$ cat src/rtl/booth_pkg.sv
// Shared types and helpers for the iterative radix-4 Booth multiplier:
// FSM state encoding, Booth digit encoding and sizing functions.
package booth_pkg;

  typedef enum logic [1:0] {
    IDLE = 2'd0,
    BUSY = 2'd1,
    DONE = 2'd2
  } state_e;

  typedef enum logic [2:0] {
    ZERO = 3'd0,
    POS1 = 3'd1,
    POS2 = 3'd2,
    NEG1 = 3'd3,
    NEG2 = 3'd4
  } digit_e;

  function automatic int ceil_div(input int n, input int d);
    return (n + d - 32'sd1) / d;
  endfunction

  // One digit per bit pair of the 2-bit-extended multiplier.
  function automatic int ndig(input int width);
    return width / 32'sd2 + 32'sd1;
  endfunction

  // Recode {b[2i+1], b[2i], b[2i-1]} into a signed digit in -2..+2.
  function automatic digit_e booth_recode(input logic [2:0] bits);
    digit_e d;
    case (bits)
      3'b001, 3'b010: d = POS1;
      3'b011:         d = POS2;
      3'b100:         d = NEG2;
      3'b101, 3'b110: d = NEG1;
      default:        d = ZERO;
    endcase
    return d;
  endfunction

endpackage

$ cat src/rtl/booth_r4_ppgen.sv
// Combinational radix-4 Booth partial-product generator: one digit times the
// sign-extended multiplicand, shifted to its slot within the current group.
module booth_r4_ppgen import booth_pkg::*; #(
  parameter int PW    = 64,
  parameter int SHIFT = 0
) (
  input  logic [2:0]    b_bits,
  input  logic [PW-1:0] mcand,
  input  logic          en,
  output logic [PW-1:0] pp
);

  localparam logic [PW-1:0] ONE = {{(PW-1){1'b0}}, 1'b1};

  digit_e        digit_s;
  logic [PW-1:0] mult_s;

  // Select +-1x / +-2x of the multiplicand, then place it in its slot.
  always_comb begin
    digit_s = booth_recode(b_bits);
    mult_s  = {PW{1'b0}};
    case (digit_s)
      POS1:    mult_s = mcand;
      POS2:    mult_s = mcand << 1;
      NEG1:    mult_s = ~mcand + ONE;
      NEG2:    mult_s = ~(mcand << 1) + ONE;
      default: mult_s = {PW{1'b0}};
    endcase
    if (en) begin
      pp = mult_s << SHIFT;
    end else begin
      pp = {PW{1'b0}};
    end
  end

endmodule

$ cat src/rtl/booth_mul_iter.sv
// Iterative radix-4 Booth multiplier retiring DPC digits per clock.
// Optional early termination when the remaining digits are all zero: BOOTH_EARLY_TERM_EN.
module booth_mul_iter import booth_pkg::*; #(
  parameter int WIDTH = 32,
  parameter int DPC   = 1
) (
  input  logic             clk,
  input  logic             rst,
  input  logic             in_valid,
  output logic             in_ready,
  input  logic [WIDTH-1:0] A,
  input  logic [WIDTH-1:0] B,
  input  logic             a_signed,
  input  logic             b_signed,
  output logic             out_valid,
  input  logic             out_ready,
  output logic [WIDTH-1:0] PROD_MSB,
  output logic [WIDTH-1:0] PROD_LSB
);

  localparam int NDIG = ndig(WIDTH);
  localparam int PW   = 2 * WIDTH;
  localparam int MW   = WIDTH + 3;
  localparam int SH   = 2 * DPC;
  localparam int IW   = $clog2(2 * NDIG + 1);
  localparam logic [IW-1:0] DPC_INC  = IW'(DPC);
  localparam logic [IW-1:0] LAST_IDX = IW'(NDIG - DPC);

  state_e        state_r, state_nxt_s;
  logic [IW-1:0] idx_r;
  logic [PW-1:0] mcand_r, acc_r, prod_r, sum_s;
  logic [MW-1:0] mplier_r, mplier_nxt_s;
  logic [PW-1:0] pp_s [DPC];
  logic [DPC-1:0] slot_en_s;
  logic          last_s, finish_s;
  logic          out_valid_r, in_ready_r;

  // mplier_r bit 0 is the overlap bit b[2i-1] of the current group.
  for (genvar k = 0; k < DPC; k++) begin : g_pp
    assign slot_en_s[k] = (int'(idx_r) + k) < NDIG;
    booth_r4_ppgen #(.PW(PW), .SHIFT(2 * k)) u_ppgen (
      .b_bits (mplier_r[2*k+2 -: 3]),
      .mcand  (mcand_r),
      .en     (slot_en_s[k]),
      .pp     (pp_s[k])
    );
  end

  assign mplier_nxt_s = {{SH{mplier_r[MW-1]}}, mplier_r[MW-1:SH]};
  assign last_s       = (idx_r >= LAST_IDX);

`ifdef BOOTH_EARLY_TERM_EN
  // Uniform remaining bits (overlap included) recode to all-zero digits.
  assign finish_s = last_s || (mplier_nxt_s == {MW{1'b0}}) || (mplier_nxt_s == {MW{1'b1}});
`else
  assign finish_s = last_s;
`endif

  // Accumulator plus this group's partial products.
  always_comb begin
    sum_s = acc_r;
    for (int j = 0; j < DPC; j++) begin
      sum_s = sum_s + pp_s[j];
    end
  end

  // Next-state logic.
  always_comb begin
    state_nxt_s = state_r;
    case (state_r)
      IDLE: begin
        if (in_valid) state_nxt_s = BUSY;
        else          state_nxt_s = IDLE;
      end
      BUSY: begin
        if (finish_s) state_nxt_s = DONE;
        else          state_nxt_s = BUSY;
      end
      DONE: begin
        if (out_ready) state_nxt_s = IDLE;
        else           state_nxt_s = DONE;
      end
      default: state_nxt_s = IDLE;
    endcase
  end

  // State register and registered handshake outputs.
  always_ff @(posedge clk or posedge rst) begin
    if (rst) begin
      state_r     <= IDLE;
      out_valid_r <= 1'b0;
      in_ready_r  <= 1'b1;
    end else begin
      state_r     <= state_nxt_s;
      out_valid_r <= (state_nxt_s == DONE);
      in_ready_r  <= (state_nxt_s == IDLE);
    end
  end

  // Operand capture, per-group accumulation and product write-back.
  always_ff @(posedge clk or posedge rst) begin
    if (rst) begin
      idx_r    <= {IW{1'b0}};
      mcand_r  <= {PW{1'b0}};
      mplier_r <= {MW{1'b0}};
      acc_r    <= {PW{1'b0}};
      prod_r   <= {PW{1'b0}};
    end else begin
      case (state_r)
        IDLE: begin
          if (in_valid) begin
            mcand_r  <= {{(PW-WIDTH){a_signed & A[WIDTH-1]}}, A};
            mplier_r <= {{2{b_signed & B[WIDTH-1]}}, B, 1'b0};
            acc_r    <= {PW{1'b0}};
            idx_r    <= {IW{1'b0}};
          end
        end
        BUSY: begin
          acc_r    <= sum_s;
          idx_r    <= idx_r + DPC_INC;
          mcand_r  <= mcand_r << SH;
          mplier_r <= mplier_nxt_s;
          if (finish_s) prod_r <= sum_s;
        end
        default: begin
        end
      endcase
    end
  end

  assign in_ready  = in_ready_r;
  assign out_valid = out_valid_r;
  assign PROD_MSB  = prod_r[PW-1:WIDTH];
  assign PROD_LSB  = prod_r[WIDTH-1:0];

endmodule

$ cat config.mk
export PLATFORM = sky130hd
export DESIGN_NAME = booth_mul_iter
export DESIGN_NICKNAME = d
export VERILOG_FILES = /design/src/rtl/booth_pkg.sv /design/src/rtl/booth_r4_ppgen.sv /design/src/rtl/booth_mul_iter.sv
export SDC_FILE = /design/constraint.sdc
export NUM_CORES = 1
export LEC_CHECK = 0
export ABC_AREA = 1
export CORE_UTILIZATION = 55
export DETAILED_ROUTE_END_ITERATION = 10
export GPL_ROUTABILITY_DRIVEN = 0
export PLACE_DENSITY = 0.76
export SYNTH_ARGS = -nofsm -noshare
export SYNTH_HDL_FRONTEND = slang
export SYNTH_SLANG_ARGS = --single-unit
$ cat constraint.sdc
create_clock -name clk -period 21.4 [get_ports clk]
set_input_delay 4.28 -clock clk [delete_from_list [all_inputs] [get_ports clk]]
set_output_delay 4.28 -clock clk [all_outputs]
set_load 0.05 [all_outputs]
==> results of run 1 <==
==> cell families (layout without fill, tap and decap cells) <==
logic type / Yosys count / after routing / synth area share
and+or+nand+nor: 1282 / 1282 / 0.313
buffers and inverters: 401 / 507 / 0.0881
DFF: 237 / 237 / 0.343
muxes: 1 / 1 / 0.000579
AOI/OAI and AO/OA: 505 / 505 / 0.173
adders and majority gates: 67 / 67 / 0.0489
xor gates and xnor gates: 65 / 65 / 0.0329
==> flip-flops by register name (all words and copies together) (netlist names) <==
name	count
idx_r	6
mplier_r	35
prod_r	64
acc_r	64
out_valid	1
mcand_r	64
in_ready	1
state_r	2
==> cell type report <==
| class | count | share of cell area |
|---|---|---|
| clock buffer | 30 | 0.0340 |
| multi-input combinational | 1920 | 0.497 |
| clock inverter | 17 | 0.0132 |
| tap | 396 | 0.0249 |
| timing repair buffer | 149 | 0.0733 |
| inverter | 311 | 0.0592 |
| sequential | 237 | 0.299 |
==> through the flow <==
stage          setup slack [ns]  hold slack, ns
3_3_place_gp              14.37           0.462
3_5_place_dp              14.22           0.465
6_report                  14.83           0.475
2_1_floorplan             10.62           0.449
4_1_cts                   14.80           0.481
5_1_grt                   14.58           0.498
==> synthesized netlist by cell type, drive strengths merged (2+ instances only) <==
cell type and number:
nand2 708, inv 308, nor2 288, dfrtp 236, o21ai 224, nand3 209, a21oi 95, clkbuf 74
ha 66, o22ai 60, xor2 58, o221ai 50, a22oi 30, nand4 26, nor3 24, buf 16
o211ai 9, o21bai 9, or2 9, nor4 7, xnor2 7, a21o 6, a221oi 5, a31oi 5
nand3b 5, and3 4, clkinv 3, a21boi 2, a22o 2, o2111ai 2, o21a 2, o31ai 2
==> worst paths after layout <==
path	depth (start not counted)	endpoint	start
hold reg to reg	2	prod_r[35]	prod_r[35]
max in group asynchronous	3	prod_r[52]	rst
min in group asynchronous	2	prod_r[12]	rst
hold / removal	2	prod_r[35]	prod_r[35]
setup reg to reg	19	prod_r[59]	mplier_r[0]
setup / recovery	6	mcand_r[43]	in_valid
==> placed cells by master, fill, tap and decap left out, drive strengths merged, types with 3 or more instances in the layout <==
cell type      count
nor4               7
a31oi              5
o21bai             9
nor2             288
o221ai            50
o22ai             60
nand3b             5
nor3              24
a221oi             5
nand4             26
or2                9
buf               14
bufinv             6
clkinvlp           3
nand2            708
xnor2              7
a21o               6
nand3            209
clkdlybuf4s50    135
o211ai             9
clkinv            10
a22oi             30
o21ai            224
a21oi             95
dfrtp            236
and3               4
inv              309
xor2              58
ha                66
clkbuf            30
==> worst register-to-register path: stages (launching register included) <==
cell	delay (ns)
sky130_fd_sc_hd__dfrtp_1	0.40
sky130_fd_sc_hd__nor2_1	0.11
sky130_fd_sc_hd__inv_1	0.08
sky130_fd_sc_hd__nand3_2	0.06
sky130_fd_sc_hd__buf_4	0.51
sky130_fd_sc_hd__clkinv_1	0.57
sky130_fd_sc_hd__a221oi_1	0.51
sky130_fd_sc_hd__nor2_1	0.14
sky130_fd_sc_hd__ha_1	0.40
sky130_fd_sc_hd__nand2_1	0.10
sky130_fd_sc_hd__nor2_1	0.09
sky130_fd_sc_hd__nand2_1	0.06
sky130_fd_sc_hd__nand3_1	0.15
sky130_fd_sc_hd__a21oi_1	0.18
sky130_fd_sc_hd__o21ai_0	0.80
sky130_fd_sc_hd__nand4_1	0.35
sky130_fd_sc_hd__nand2_1	0.15
sky130_fd_sc_hd__nand2_1	0.08
sky130_fd_sc_hd__nand3_1	0.07
sky130_fd_sc_hd__nand2_1	0.07
==> layer usage <==
layer  up-vias  wire [um]
met2      1004      23900
met5         -          0
met1      8471      23500
met3       173       5200
li1       8665          -
met4         0       2550
==> metrics list, run 1 <==
* Result of the run: complete, but fails checks
- The checks that failed: design-rule violations.
* Setup CP Type: primary input to flop
- The core region is 30700 um2.
- The number of antenna diodes in the final layout is 0.
- DRC errors left: 8
- The multi-input combinational cells in the finished layout cover a total of 9860 um2.
- Once the clock tree was built, the setup fixing pass inserted 0 buffers.
- Clock tree from TritonCTS: done
- The synthesized design contains 237 register bits.
* Clock-pin slew on the worst setup and hold paths: 0.06 ns
- After layout, the minimum clock period comes to 6.57 ns.
* Final period utilization: 0.307
* CTS Hold Bufs: 0
- Synthesized area per cell: 6.76 um2
- In the final design database the tool counted 2782 nets.
- Violation count after the first detailed-route iteration: 2193
- The later pin in the worst-skew pair is clocked with a latency of 0.56 ns.
- Synth Instances: 2558
- The initial antenna violation count is 0.
- Of the post-synthesis cell area, the dominant cell type holds 0.341.
- The die covers 32200 um2.
- The synthesized netlist occupies a cell area of 17300 um2.
- Vias: 18300
- Sequential share of the synthesized area: 0.343
* Hold Violations, Final: 0
- Data arrives at the worst endpoint at 7.00 ns.
- In the final routed layout, each cell accounts on average for 18.0 um.
- Unrepaired setup endpoints after global routing: false
* Final count of negative-setup-slack endpoints: 0
- During placement, the flow inserted port buffers numbering 135.
- Summed over all layers, the global routing overflow is 0.
- Once layout is complete, the utilization of the core stands at 0.646.
* Via count of the first global-routing pass: 16800
- Initial DRT Pass Iterations: 11
* Wire length of the first global-routing pass: 87.5 mm
- The final count of pins violating max slew came to 0.
- Total clock sinks: 237
- For flop-to-flop paths, the worst setup slack is 16.40 ns.
- The detail route stage leaves a number of antenna-violating nets equal to 0.
- Most frequently used flop master after synthesis: sky130_fd_sc_hd__dfrtp_1
- Fin cells: 3060
- Largest net degree at the start of global routing: 97
- For this run, global-route usage on met3 was measured as 0.0447.
- Area taken by flip-flops and latches: 5930 um2
* Largest clock skew in the final design: 0.0156 ns
* Most heavily used metal layer in global routing: met2
* Leading cell types by total area after synthesis: sky130_fd_sc_hd__dfrtp_1 (34%), sky130_fd_sc_hd__nand2_1 (15%), sky130_fd_sc_hd__inv_1 (6.6%)
- The cell that appears most often on the critical path is sky130_fd_sc_hd__nand3_1.
- After floorplanning, the core was divided into 64 placement rows.
- Width of the chip: 179 um
* Hold Path Class: flop to flop
* Crit path required time: 21.83 ns
- Number of H-tree levels: 1
- Number of max-capacitance violations reported: 0
* Vertical extent of the die: 179 um
- The clock passes through at most 3 buffers.
- The Yosys step of the flow raised 0 warnings.
- Setup total negative slack on the finished layout was measured at 0 ns.
- Wires add up to 55.2 mm.
- Critical Path Fanout Max: 68
- Met1 track demand over resource: 0.489
- Post-Synthesis Net Count: 2695
* Detailed placement HPWL: 41.8 mm
* Slew of the pin with the lowest slew margin: 1.20 ns
- Startpoint kind of the worst setup timing path: primary input
- Compared with the post-synthesis result, the final layout area differs by 14.8%.
- After detailed placement, the total cell area comes to 18900 um2.
- Summed over all instances, the cell type with the most area after synthesis is sky130_fd_sc_hd__dfrtp_1.
* Overall Global Routing Usage: 0.344
* Number of distinct library cell variants in the gate-level netlist after synthesis: 56
- The number of clock buffers added by TritonCTS is 26.
- In the global route stage, met2 resource usage came out at 0.531.
- Share of flip-flops with an asynchronous set or reset after synthesis: 1.00
- Walking the worst path, the cells encountered are clkdlybuf4s50_1, nand3_1, inv_2, buf_4, nand3_1, o221ai_1.
* Highest clock frequency the design can meet: 0.152 GHz
* Finished Cell Area: 19900 um2
* Count of flip-flops with a built-in enable after synthesis: 0
- Number of gates resized after CTS: 0
* Inst Count DP: 3013
* Cell type of the slowest stage on the worst timing path: sky130_fd_sc_hd__nand3_1
- Crit path max-delay family: simple AND/OR/NAND/NOR gates
- In the final layout, the share of cells above drive strength 1 is 0.0398.
- Measured against its own limit, the worst slew margin works out to 0.196.
- Number of placed I/O pins: 136
- The initial utilization of the core area, before any placement, comes to 0.563.
* Average vias per placed instance: 5.98
- Number of fill cells in the layout: 2864
- The root buffer cell chosen for the clock tree is sky130_fd_sc_hd__clkbuf_16.
* Number of buffer and inverter stages on the critical path: 3
* Setup crit end kind: flop
- In this design, the stage delay of the slowest critical-path cell is 1.05 ns.
Power of run 1 is left out: the tool's default activity adds up to more than one toggle a clock period on the data nets, which glitch-free logic cannot reach.
==> run 2, diff against run 1 <==
--- a/config.mk
+++ b/config.mk
@@ -6,10 +6,10 @@
 export NUM_CORES = 1
 export LEC_CHECK = 0
 export ABC_AREA = 1
-export CORE_UTILIZATION = 55
+export CORE_UTILIZATION = 54
 export DETAILED_ROUTE_END_ITERATION = 10
 export GPL_ROUTABILITY_DRIVEN = 0
-export PLACE_DENSITY = 0.76
+export PLACE_DENSITY = 0.78
 export SYNTH_ARGS = -nofsm -noshare
 export SYNTH_HDL_FRONTEND = slang
 export SYNTH_SLANG_ARGS = --single-unit
==> constraint.sdc (replaced) <==
create_clock -name clk -period 5.53 [get_ports clk]
set_input_delay 1.106 -clock clk [delete_from_list [all_inputs] [get_ports clk]]
set_output_delay 1.106 -clock clk [all_outputs]
set_load 0.05 [all_outputs]
==> run 2 against run 1 <==
Core utilization is 1.4 points lower. Design area increased by 0.40%. Critical path type is now flop to flop. The flow now finishes without violations. Critical path depth grew 19. Non-clock buffer count is 3 higher. Flip-flop and latch count stayed put.
==> metrics list, run 2 (synthesized netlist as in run 1, its figures left out) <==
* Number of gates resized after CTS: 0 (unchanged)
- Setup crit end kind: flop (unchanged)
- The count of unresolved DRC violations after routing is 0 (was 8).
- Inserted Clock Buffers: 27 (was 26)
* Die footprint: 32800 um2 (was 32200 um2)
- The y dimension of the die came to 181 um (was 179 um).
* Wire length reported by the detailed router: 58.4 mm (was 55.2 mm)
- Wire length of the first global-routing pass: 93.5 mm (was 87.5 mm)
- The number of I/O pins was 136 (unchanged).
* Number of fill cells in the layout: 2885 (was 2864)
- The number of buffers and inverters on the critical path came to 4 (was 3).
- Finished Cell Area: 19900 um2 (about the same)
- Source of the worst hold timing path: prod_r[53] (was prod_r[35])
- Derived from the worst setup path, the maximum achievable clock frequency is 0.205 GHz.
- The start-to-end type of the worst setup path is flop to flop (was primary input to flop).
- Worst path setup slack after routing: 0.651 ns (was 14.83 ns)
- The number of nets with antenna violations after detailed routing came to 0 (unchanged).
- The worst clock skew on the final layout is 0.0230 ns (was 0.0156 ns).
* Placement row count: 65 (was 64)
- The initial antenna violation count came to 0 (unchanged).
- The hold violation total from the final report is 0 (unchanged).
- Unrepaired setup endpoints after global routing: false (unchanged).
- Final count of negative-setup-slack endpoints: 0 (unchanged)
- Slew of the pin with the lowest slew margin: 1.05 ns (was 1.20 ns)
- The fraction of final layout cells with drive strength greater than 1 is 0.0423 (was 0.0398).
- Area grow syn2layout: 15.3% (was 14.8%)
- The largest fanout of any net on the critical path came to 6 (was 68).
- Clock-pin slew on the worst setup and hold paths: 0.07 ns (was 0.06 ns)
- The post-route setup TNS came to 0 ns (unchanged).
- The reg-to-reg endpoint was acc_r[63] (was prod_r[59]).
* Setup repair bufs after CTS: 0 (unchanged)
* Final nets: 2786 (was 2782)
- The final core utilization came to 0.632 (was 0.646).
* FF-to-FF setup slack: 0.65 ns (was 16.40 ns)
- Insertion delay of the later-clocked pin in the worst-skew pair: 0.57 ns (was 0.56 ns)
- The launching element of the worst setup path is mcand_r[0] (was in_valid).
- Number of buffers added on ports: 135 (unchanged)
- Root buffer cell: sky130_fd_sc_hd__clkbuf_16 (unchanged)
* Width of the chip: 181 um (was 179 um)
- Commonest non-fill, non-tap cells in the layout: sky130_fd_sc_hd__nand2_1 (703), sky130_fd_sc_hd__inv_1 (302), sky130_fd_sc_hd__nor2_1 (268) (unchanged)
- Violation count after the first detailed-route iteration: 2738 (was 2193)
- The maximum number of pins on one net before global-route repair is 161 (was 97).
- Initial core utilization: 0.548 (was 0.563)
- The top cell family by delay on the critical path is simple AND/OR/NAND/NOR gates (unchanged).
* Routed WL per cell: 19.0 um (was 18.0 um)
* Via count of the first global-routing pass: 17600 (was 16800)
* Detailed placement HPWL: 43.4 mm (was 41.8 mm)
- The number of sinks driven by the clock tree came to 237 (unchanged).
* Top Registers: acc_r: 64 flops, mcand_r: 64 flops, prod_r: 64 flops (unchanged)
- Final period utilization: 0.882
- The most common cell after layout, fill and taps aside is sky130_fd_sc_hd__nand2_1 (unchanged).
- The number of buffers added to fix hold violations after cts was 0 (unchanged).
- Initial DRT Pass Iterations: 8 (was 11)
- Vias: 18700 (was 18300)
- The slowest cell on the critical path was sky130_fd_sc_hd__o21ai_0 (was sky130_fd_sc_hd__nand3_1).
- Tmin final: 4.88 ns
* Cell area after placement: 19000 um2 (was 18900 um2)
* Crit path required time: 6.02 ns (was 21.83 ns)
- The CTS tree is done (unchanged).
- The global-route usage over all layers was 0.357 (was 0.344).
- Result of the run: completed (was complete, but fails checks)
- The cell depth of the worst flop-to-flop path is 25 (was 19).
- RR Startpoint: mcand_r[0] (was mplier_r[0])
* Rel. slew slack: 0.303 (was 0.196)
- The worst slack at placement is 1.05 ns (was 14.22 ns).
- Most prevalent standard cell on the critical path: sky130_fd_sc_hd__nand2_1 (was sky130_fd_sc_hd__nand3_1)
* Average vias per placed instance: 6.09 (was 5.98)
- Overflow left after global routing: 0 (unchanged)
* Number of max-capacitance violations reported: 0 (unchanged)
- Arr. time, crit path: 5.37 ns (was 7.00 ns)
* Antenna diode count: 0 (unchanged)
* Count of pins over their slew limit: 0 (unchanged)
- The deepest level of the CTS H-tree was 1 (unchanged).
- The longest individual stage delay on the worst path came to 0.54 ns (was 1.05 ns).
- Core footprint: 31600 um2 (was 30700 um2)
* Startpoint kind of the worst setup timing path: flop (was primary input)
- The hold-critical path depth was 2 (unchanged).
* Sink of the worst hold path: prod_r[53] (was prod_r[35])
- The buffer levels on the longest clock path is 3 (unchanged).
- The worst min-delay path category is flop to flop (unchanged).
[run 2: per-layer routing]
metal / vias to the layer above / share of wire / GRT usage
met2: 1221 / 0.43 / 0.543
met1: 8617 / 0.41 / 0.498
li1: 8654 / - / -
met5: - / 0 / 0
met4: 0 / 0.046 / 0.144
met3: 224 / 0.11 / 0.0703
[run 2: final cells by class]
type	count	area, um2	area share
multi-input cells	1920	9860	0.495
repair buffers	152	1490	0.0748
clock inverters	16	230	0.0115
inverters	311	1170	0.0587
well taps	402	503	0.0252
flip-flops and latches	237	5930	0.298
clock buffers	33	748	0.0375
[run 2: worst max path at each step]
stage                     cells after the start  slack, ns   endpoint
after floorplan                               1       1.32   acc_r[0]
after CTS                                    25       0.94  acc_r[63]
after global placement                       26       1.17  acc_r[63]
after detailed placement                     24       1.05  acc_r[63]
final                                        25       0.65  acc_r[63]
after global routing                         27       0.35  acc_r[63]
[run 2: per-stage QoR]
step | hold slack, ns | instances
after floorplan | 0.449 | 2558
after CTS | 0.482 | 3071
after global placement | 0.462 | 3022
after global routing | 0.494 | 3071
final | 0.477 | 3071
after detailed placement | 0.465 | 3022
[run 2: worst min-delay path, cell delays in order (launching register included)]
cell,delay (ns)
sky130_fd_sc_hd__dfrtp_1,0.34
sky130_fd_sc_hd__nand2_1,0.05
sky130_fd_sc_hd__nand2_1,0.05
Power of run 2 is left out for the same reason.
